File: config.mk
export PLATFORM = sky130hd
export DESIGN_NAME = seq_add_engine
export DESIGN_NICKNAME = d
export VERILOG_FILES = /design/src/rtl/seq_add_engine.sv
export SDC_FILE = /design/constraint.sdc
export NUM_CORES = 1
export LEC_CHECK = 0
export CORE_UTILIZATION = 36
export DETAILED_ROUTE_END_ITERATION = 7
export DONT_BUFFER_PORTS = 1
export GPL_ROUTABILITY_DRIVEN = 1
export GPL_TIMING_DRIVEN = 1
export PLACE_DENSITY = 0.61
export SYNTH_ARGS = -nofsm -noshare
export SYNTH_HDL_FRONTEND = slang
export SYNTH_SLANG_ARGS = --single-unit
File: constraint.sdc
create_clock -name clk -period 4.6 [get_ports clk]
set_input_delay 0.46 -clock clk [delete_from_list [all_inputs] [get_ports clk]]
set_output_delay 0.46 -clock clk [all_outputs]
set_load 0.05 [all_outputs]
File: src/rtl/seq_add_engine.sv
// Sequential add/subtract engine: accumulates a tagged operand stream of NUM_OPS
// values and presents the result with a sticky carry/borrow flag.
module seq_add_engine #(
  parameter int WIDTH   = 4,
  parameter int NUM_OPS = 2
) (
  input  logic             clk,
  input  logic             rst_n,
  input  logic [WIDTH-1:0] p,
  input  logic [1:0]       p_seq,
  input  logic             op_mode,
  input  logic             res_ready,
  output logic             res_valid,
  output logic [WIDTH-1:0] s,
  output logic             res_ovf,
  output logic             busy,
  output logic             seq_err,
  output logic [1:0]       state_dbg
);

  localparam int CW = $clog2(NUM_OPS) + 1;
  localparam logic [CW-1:0] LAST_CNT = CW'(NUM_OPS);

  localparam logic [1:0] SEQ_NONE  = 2'd0;
  localparam logic [1:0] SEQ_FIRST = 2'd1;
  localparam logic [1:0] SEQ_NEXT  = 2'd2;
  localparam logic [1:0] SEQ_ABORT = 2'd3;

  typedef enum logic [1:0] {
    IDLE  = 2'd0,
    ACCUM = 2'd1,
    DONE  = 2'd2
  } state_t;

  state_t           state;
  logic [WIDTH-1:0] acc;
  logic [CW-1:0]    cnt;
  logic             mode;
  logic             ovf;

  logic [WIDTH:0]   step;
  logic [WIDTH-1:0] acc_next;
  logic             ovf_next;
  logic [CW-1:0]    cnt_next;

  assign state_dbg = state;

  // The extra top bit of step is the carry-out on add and the borrow on subtract.
  always_comb begin
    step = '0;
    if (mode) step = {1'b0, acc} - {1'b0, p};
    else      step = {1'b0, acc} + {1'b0, p};
    acc_next = step[WIDTH-1:0];
    ovf_next = ovf | step[WIDTH];
    cnt_next = cnt + CW'(1);
  end

  // Handshake: a result transfers on a rising edge where res_valid and res_ready
  // are both high; while res_valid is high and res_ready low, s and res_ovf hold.
  always_ff @(posedge clk) begin
    if (!rst_n) begin
      state     <= IDLE;
      acc       <= '0;
      cnt       <= '0;
      mode      <= 1'b0;
      ovf       <= 1'b0;
      res_valid <= 1'b0;
      s         <= '0;
      res_ovf   <= 1'b0;
      busy      <= 1'b0;
      seq_err   <= 1'b0;
    end else begin
      seq_err <= 1'b0;
      case (state)
        IDLE: begin
          if (p_seq == SEQ_FIRST) begin
            acc   <= p;
            cnt   <= CW'(1);
            mode  <= op_mode;
            ovf   <= 1'b0;
            state <= ACCUM;
            busy  <= 1'b1;
          end else if (p_seq == SEQ_NEXT) begin
            seq_err <= 1'b1;
          end
        end
        ACCUM: begin
          case (p_seq)
            SEQ_FIRST: begin
              seq_err <= 1'b1;
              acc     <= p;
              cnt     <= CW'(1);
              mode    <= op_mode;
              ovf     <= 1'b0;
            end
            SEQ_NEXT: begin
              acc <= acc_next;
              ovf <= ovf_next;
              cnt <= cnt_next;
              if (cnt_next == LAST_CNT) begin
                state     <= DONE;
                s         <= acc_next;
                res_ovf   <= ovf_next;
                res_valid <= 1'b1;
              end
            end
            SEQ_ABORT: begin
              state <= IDLE;
              busy  <= 1'b0;
            end
            default: ;
          endcase
        end
        DONE: begin
          if (p_seq != SEQ_NONE) seq_err <= 1'b1;
          if (res_ready) begin
            res_valid <= 1'b0;
            s         <= '0;
            res_ovf   <= 1'b0;
            state     <= IDLE;
            busy      <= 1'b0;
          end
        end
        default: begin
          state     <= IDLE;
          res_valid <= 1'b0;
          s         <= '0;
          res_ovf   <= 1'b0;
          busy      <= 1'b0;
        end
      endcase
    end
  end

endmodule
# == Word-level counts from Yosys, hierarchy flattened ==
# Cells that the tools add are included.
# word_totals
word_cells,71
out_inout_bits,10
ff_bits,18
# op_classes
mux,33
reduce_logical,9
addsub,3
n_eq_ne,14
bitwise,2
# op_table
cell,count
2-to-1 mux 4 bit,4
one-hot mux 4 bit (2 select lines),2
2-to-1 mux 1 bit,12
one-hot mux 1 bit (3 select lines),4
one-hot mux 2 bit (2 select lines),3
one-hot mux 4 bit (3 select lines),1
== test 2 bit (second input constant),4
!= test 2 bit (second input constant),4
AND reduction 4 bit,2
2-to-1 mux 2 bit,3
!= test 3 bit (second input constant),2
one-hot mux 2 bit (3 select lines),1
AND reduction 3 bit,2
adder 4 x 4 -> 5 bit,1
2-to-1 mux 5 bit,1
subtractor 4 x 4 -> 5 bit,1
== test 2 x 1 -> 1 bit (second input constant),2
one-hot mux 1 bit (2 select lines),2
nonzero test 2 bit,2
!= test 3 x 2 -> 1 bit (second input constant),1
adder 2 x 1 -> 2 bit (second input constant),1
zero test 2 bit,1
!= test 2 x 1 -> 1 bit (second input constant),1
AND reduction 2 bit,1
other kinds (3),3

# == Logic depth before layout (Yosys ltp) ==
# Gate-level depths: netlist of run 1.
# depth
ltp_word,6
depth_mapped,9

# == Least setup slack after synthesis of run 1 ==
# OpenSTA, ideal clock, no wires.
# synth_path
path_type,input to register
from,in p[0]
to,reg ovf
stages,8
setup_slack_ns,2.554
arrival_ns,1.950
required_ns,4.505
cell_sequence,inv_1 > ha_1 > mux2i_1 > fa_1 > a21o_1 > a21oi_1 > xnor2_1 > a221oi_1
# synth_via
elab_chain_cells,5
elab_cells_between_ends,6
classes_between,add/sub: 2; mux: 3; bitwise: 1
# synth_rtl
element,line_no,source
start: declaration,9,"input logic [WIDTH-1:0] p,"
adder 4 x 4 -> 5 bit / subtractor 4 x 4 -> 5 bit (equally long branches),"52, 51",
2-to-1 mux 5 bit (*),51,"if (mode) step = {1'b0, acc} - {1'b0, p};"
OR 1 bit (*),54,ovf_next = ovf | step[WIDTH];
one-hot mux 1 bit (2 select lines) (*),88,case (p_seq)
one-hot mux 1 bit (2 select lines) (*),74,case (state)
end signal: assignment,98,ovf <= ovf_next;
end: declaration,39,logic ovf;
# Every way passes the cells marked *; elsewhere a longest branch is shown, timed or not.
# A chain may end at the register's enable or synchronous reset.

# == Worst setup path after layout of run 1 ==
# layout_path
from,"reg state[0], in the netlist state_dbg[0]"
to,reg acc[2]
# layout_via
elab_chain_cells,3
elab_cells_between_ends,7
classes_between,eq/ne: 3; mux: 1; reduce/logical: 3
# layout_rtl
element,line_no,source
start: declaration,35,state_t state;
start signal: assignment,62,state <= IDLE;
start signal: assignment,81,state <= ACCUM;
start signal: assignment,101,state <= DONE;
== test 2 x 1 -> 1 bit / zero test 2 bit (equally long branches),74,
!= test 3 bit (no source line) (tied with other cells),-,
AND reduction 3 bit (no source line),-,
end signal: assignment,77,acc <= p;
end signal: assignment,91,acc <= p;
end signal: assignment,97,acc <= acc_next;
end: declaration,36,logic [WIDTH-1:0] acc;
# Parallel ways exist; a longest one is shown, timed or not.

==> impl_metrics.py, run 1 <==
metrics = {
    "cells_and_area": {
        "antenna_cells": 0,
        "area_growth_syn_to_layout_pct": 3.04,
        "final_layout_size_suffix_gt1_frac": 0.0625,
        "nets": 152,
        "final_cell_count_no_fill": 159,
        "n_fill_cell": 281,
    },
    "clocking": {
        "cts_buffers": 3,
        "h-tree-depth": 1,
        "holdBufCountCts": 0,
        "post_cts_buffers": 0,
        "clk_pin_slew_ps": 110,
        "clk_latency_ps": 290,
        "cts_tree": "done",
        "cts_sinks": 18,
        "cts_resized": 0,
        "clockRootBuffer": "clkbuf_4",
        "cts_buffer_depth": 2,
    },
    "routing": {
        "vias": 875,
        "routed_wl_um": 2200,
        "ant_nets": 0,
        "detail_route.iter0.violations": 8,
        "routed_via_density": 5.50,
        "wire_per_inst_um": 13.8,
        "drc": 1,
        "dr.pass1.iters": 6,
    },
    "setup_path": {
        "crit_chain": "and3b_1 > mux2_2 > mux2i_1 > nor2_1",
        "worstPathMaxFanout": 15,
        "cp_data_arrival_time_ps": 2170,
        "crit_path_end_kind": "flop",
        "crit_type": "reg2reg",
        "crit_slowest_cell": "dfxtp_1",
        "critical-path-top-delay-family": "flip-flops",
        "slowest_delay_ps": 960,
        "crit_required_ps": 4780,
        "path_buf_inv": 0,
        "crit_path_start_kind": "flop",
    },
    "synthesis": {
        "synth_top_family_by_area": "simple AND/OR/NAND/NOR gates",
        "synthXorXnorAreaFrac": 0.0394,
        "syn_area_um2": 1110,
        "synthFlopType": "dfxtp_1",
        "syn_inst": 130,
        "synth.net_count": 152,
        "synth-seq-area-share": 0.324,
        "synth-simple-area-share": 0.204,
        "synth_fa_ha_area_frac": 0.142,
        "yosys_warnings": 0,
        "async_reset_ff_frac": 0,
        "synth_edf_count": 0,
        "synth_mux_area_frac": 0.0732,
        "synth_compound_area_frac": 0.162,
        "synth-seq-cells": 18,
        "synth_cell_types": 37,
        "postSynthAreaPerCell_um2": 8.55,
    },
    "placed_design": {
        "numPortBuffers": 0,
        "gp_congestion": 0.808,
        "dpl.cell_count": 156,
        "place_ws_ps": 2440,
        "hpwlAfterDp_um": 1690,
    },
    "power": {
        "p_leak_nw": 0.488,
        "totalPowerFinal_mw": 0.329,
        "powerDensity_nw_per_um2": 287,
        "ir_drop_uv": 96.2,
    },
    "global_route": {
        "grt_pass1_vias": 816,
        "grt_max_degree": 16,
        "grtUsageTotal": 0.147,
        "grt_pass1_wl_um": 3730,
        "antenna_found_initial": 0,
        "globalRoute.totalOverflow": 0,
    },
    "sta": {
        "fmax_ghz": 0.503,
        "clock_skew_ps": 3.14,
        "finalSetupViolations": 0,
        "maxSlewViolCount": 0,
        "period_share": 0.432,
        "whs_ps": 288,
        "setup_ws_ps": 2610,
        "worstMarginPinSlew_ps": 946,
        "rsz0062_at_grt": "false",
        "slew-limit-headroom": 0.369,
        "hold_viol": 0,
        "fin_crit_ps": 1990,
        "fin_setup_tns_ps": 0,
    },
    "floorplan": {
        "die_height_um": 57.6,
        "start_util": 0.393,
        "dieArea_um2": 3310,
        "core_area_um2": 2830,
        "io_pins": 20,
        "row_count": 19,
        "die_w_um": 57.6,
    },
    "run": {
        "maxCapViolations": 0,
    },
    "min_path": {
        "hp-class": "in2reg",
    },
    "status": {
        "status": "finished with violations",
        "violations": "design-rule violations",
    },
}
registers in the layout (all words and copies together), names as in the netlist:
signal,flops
seq_err,1
ovf,1
cnt,2
mode,1
res_ovf,1
state_dbg,2
acc,4
s,4
res_valid,1
busy,1
logic make-up (layout without fill, tap and decap cells):
family | count (synthesis) | in the layout
AO/OA/AOI/OAI | 26 | 26
XOR/XNOR | 5 | 5
adder cells (fa/ha/maj) | 12 | 12
buffers and inverters | 14 | 12
flip-flops | 18 | 18
multiplexers | 8 | 8
AND/OR/NAND/NOR | 47 | 47
report_power, final:
group / internal, mW / leakage [nW] / switching (mW)
Clock: 0.0305 / 0.0138 / 0.0503
Sequential: 0.163 / 0.147 / 0.0157
Combinational: 0.0317 / 0.327 / 0.0381
Total: 0.225 / 0.488 / 0.104
cell type report:
cell class | instances | area (um^2) | share of cell area
multi-input combinational | 98 | 689 | 0.602
sequential | 18 | 360 | 0.315
tap | 31 | 38.8 | 0.0339
inverter | 9 | 33.8 | 0.0295
clock buffer | 3 | 22.5 | 0.0197
cell usage in the layout (no fill, tap or decap), types with 2 or more instances in the layout:
master and n:
o21ai_0 2, a21oi_1 8, a21o_1 2, o211a_1 2, a31oi_1 2, nor3_1 2, nand3_1 4, inv_1 9
ha_1 11, clkbuf_4 3, mux2i_1 7, xnor2_1 4, nand3b_1 2, dfxtp_1 18, a22oi_1 2, nand2_1 12
nor2_1 20
synthesized netlist by cell type (3+ instances only):
| cell | instances | area share |
|---|---|---|
| nand3_1 | 4 | 0.018 |
| mux2i_1 | 7 | 0.063 |
| dfxtp_1 | 18 | 0.32 |
| clkbuf_1 | 3 | 0.010 |
| nand2_1 | 12 | 0.041 |
| nor2_1 | 20 | 0.068 |
| ha_1 | 11 | 0.12 |
| a21oi_1 | 8 | 0.036 |
| inv_1 | 9 | 0.030 |
| xnor2_1 | 4 | 0.032 |
worst reg2reg max path, cell delays in order, from the launching register on:
cell and delay [ps]:
dfxtp_1 960, and3b_1 380, mux2_2 360, mux2i_1 140, nor2_1 50
routing by layer:
layer / vias to the layer above / part of all wire / global-route usage
met1: 413 / 0.46 / 0.179
met3: 2 / 0.054 / 0.0454
met4: 0 / 0.0059 / 0.0418
met2: 14 / 0.48 / 0.248
li1: 446 / - / -
met5: - / 0 / 0
path summary, 6_finish.rpt:
check / from / end / slack [ps] / cells after the start
worst min-delay path: rst_n / cnt[0] / 290 / 1
worst max register to register: state_dbg[0] / acc[2] / 2610 / 4
worst min register to register: acc[0] / acc[0] / 520 / 1
worst max-delay path: state_dbg[0] / acc[2] / 2610 / 4
stage by stage:
stage | instance area, um^2 | utilization
final | 1140 | 0.405
after global routing | 1140 | 0.405
after CTS | 1140 | 0.405
after detailed placement | 1120 | 0.397
after global placement | 1120 | 0.397
after floorplan | 1110 | -
(Power assumes the default switching activity.)
==> run 2: changes to the inputs <==
--- a/config.mk
+++ b/config.mk
@@ -10,7 +10,7 @@
 export DONT_BUFFER_PORTS = 1
 export GPL_ROUTABILITY_DRIVEN = 1
 export GPL_TIMING_DRIVEN = 1
-export PLACE_DENSITY = 0.61
+export PLACE_DENSITY = 0.63
 export SYNTH_ARGS = -nofsm -noshare
 export SYNTH_HDL_FRONTEND = slang
 export SYNTH_SLANG_ARGS = --single-unit
==> constraint.sdc (replaced) <==
create_clock -name clk -period 1.8 [get_ports clk]
set_input_delay 0.18 -clock clk [delete_from_list [all_inputs] [get_ports clk]]
set_output_delay 0.18 -clock clk [all_outputs]
set_load 0.05 [all_outputs]
==> run 2 against run 1 <==
Against the previous run: the run now ends clean; flip-flop and latch count unchanged; wire length increased by 5.6%; critical path type unchanged; clock-buffer cell count increased by 1; total power increased to 2.8 times the previous value; utilization increased by 3.0 points; largest cell class unchanged; cell count increased by 4.4%; clock power increased to 3.2 times the previous value; via count decreased by 1.5%; highest routed layer unchanged.
==> impl_metrics.py, run 2 (synthesized netlist as in run 1, its figures left out) <==
metrics = {
    "status": {
        "status": "completed",
    },
    "clocking": {
        "h-tree-depth": 1,
        "clockRootBuffer": "clkbuf_4",
        "cts_sinks": 18,
        "cts_tree": "done",
        "cts_buffers": 3,
        "clk_pin_slew_ps": 120,
        "clk_latency_ps": 300,
        "cts_buffer_depth": 2,
    },
    "power": {
        "ir_drop_uv": 367,
        "p_leak_nw": 0.526,
        "powerDensity_nw_per_um2": 744,
    },
    "sta": {
        "worstMarginPinSlew_ps": 515,
        "setup_ws_ps": 46.2,
        "finalSetupViolations": 0,
        "maxSlewViolCount": 0,
        "period_share": 0.974,
        "clock_skew_ps": 16.0,
        "slew-limit-headroom": 0.656,
        "fin_crit_ps": 1750,
        "rsz0062_at_grt": "true",
        "fmax_ghz": 0.570,
        "hold_viol": 0,
    },
    "floorplan": {
        "dieArea_um2": 3310,
        "core_area_um2": 2830,
        "die_height_um": 57.6,
        "io_pins": 20,
        "start_util": 0.393,
        "die_w_um": 57.6,
        "row_count": 19,
    },
    "global_route": {
        "use_met1": 0.207,
        "grtUsageTotal": 0.156,
        "grt_pass1_vias": 853,
        "use_met2": 0.234,
        "grt_pass1_wl_um": 3920,
        "globalRoute.totalOverflow": 0,
        "busiest_layer": "met2",
        "grt_util_met3": 0.0522,
        "grt_max_degree": 14,
        "antenna_found_initial": 0,
    },
    "placed_design": {
        "dpl.cell_count": 161,
        "place_ws_ps": -87.6,
        "numPortBuffers": 0,
        "hpwlAfterDp_um": 1680,
        "gp_congestion": 0.876,
        "placed_cell_area_um2": 1160,
    },
    "run": {
        "maxCapViolations": 0,
    },
    "min_path": {
        "min-delay-start": "rst_n",
        "hp-class": "in2reg",
    },
    "routing": {
        "routed_via_density": 5.19,
        "detail_route.iter0.violations": 32,
        "routed_wl_um": 2320,
        "ant_nets": 0,
        "wire_per_inst_um": 14.0,
        "vias": 862,
        "drc": 0,
        "dr.pass1.iters": 4,
    },
    "setup_path": {
        "crit_chain": "inv_2 > ha_4 > inv_2 > fa_2 > a21o_1 > a21oi_2 > xnor2_1 > a221oi_1",
        "cp_data_arrival_time_ps": 1970,
        "crit_top_cell": "inv_2",
        "slowest_delay_ps": 390,
        "critical-path-top-delay-family": "compound AO/OA/AOI/OAI gates",
        "crit_path_start_kind": "flop",
        "crit_slowest_cell": "fa_2",
        "r2r_start": "acc[0]",
        "path_buf_inv": 2,
        "crit_type": "reg2reg",
        "crit_path_end_kind": "flop",
        "worstPathMaxFanout": 2,
        "crit_required_ps": 2010,
        "critPathLaunch": "acc[0]",
    },
    "cells_and_area": {
        "fin_util": 0.435,
        "final_layout_size_suffix_gt1_frac": 0.163,
        "nets": 158,
        "antenna_cells": 0,
        "area_growth_syn_to_layout_pct": 10.7,
        "final_cell_count_no_fill": 166,
        "n_fill_cell": 274,
        "final_cell_mix": "19 x nor2_1, 16 x dfxtp_1, 12 x nand2_1, 10 x ha_1",
        "final_common_cell": "nor2_1",
        "top_regs": "acc: 4 flops, s: 4 flops",
        "design_area_um2": 1230,
    },
}
[run 2: where the power goes]
group          total, mW  switching (mW)  leakage [nW]  internal, mW
Sequential         0.441          0.0246         0.147         0.416
Combinational      0.218           0.122         0.358        0.0963
Clock              0.256           0.133        0.0210         0.123
Total              0.915           0.280         0.526         0.636
[run 2: path summary, 6_finish.rpt]
path / endpoint / slack, ps / cells after the start
hold reg to reg: busy / 480 / 2
hold / removal: acc[3] / 10 / 2
setup reg to reg: ovf / 50 / 8
setup / recovery: ovf / 50 / 8
[run 2: final cells by class]
type	count	area [um^2]	share of cell area
clock buffer	4	36.3	0.0295
inverter	9	33.8	0.0275
multi-input combinational	98	711	0.578
sequential	18	363	0.295
tap	31	38.8	0.0315
timing repair buffer	6	47.5	0.0387
[run 2: what timing repair did]
action / in CTS / in global routing
pin swaps: 1 / 7
setup endpoints to repair: 1 / 2
hold endpoints to repair: 2 / 0
buffers inserted: 0 / 0
hold buffers: 1 / 0
resized for setup: 2 / 7
[run 2: per-layer routing]
metal  up-vias  part of all wire
li1        454                 -
met1       386              0.49
met2        20              0.46
met3         2             0.049
met4         0            0.0060
met5         -                 0
[run 2: metrics by stage]
step | TNS [ps] | total power [mW] | hold slack, ps
after detailed placement | -87.6 | 0.649 | 323
after global placement | -30.5 | 0.647 | 317
after floorplan | 0 | 0.613 | 327
final | 0 | 0.915 | 12.0
after CTS | 0 | 0.913 | 11.8
after global routing | -17.3 | 0.966 | 35.1
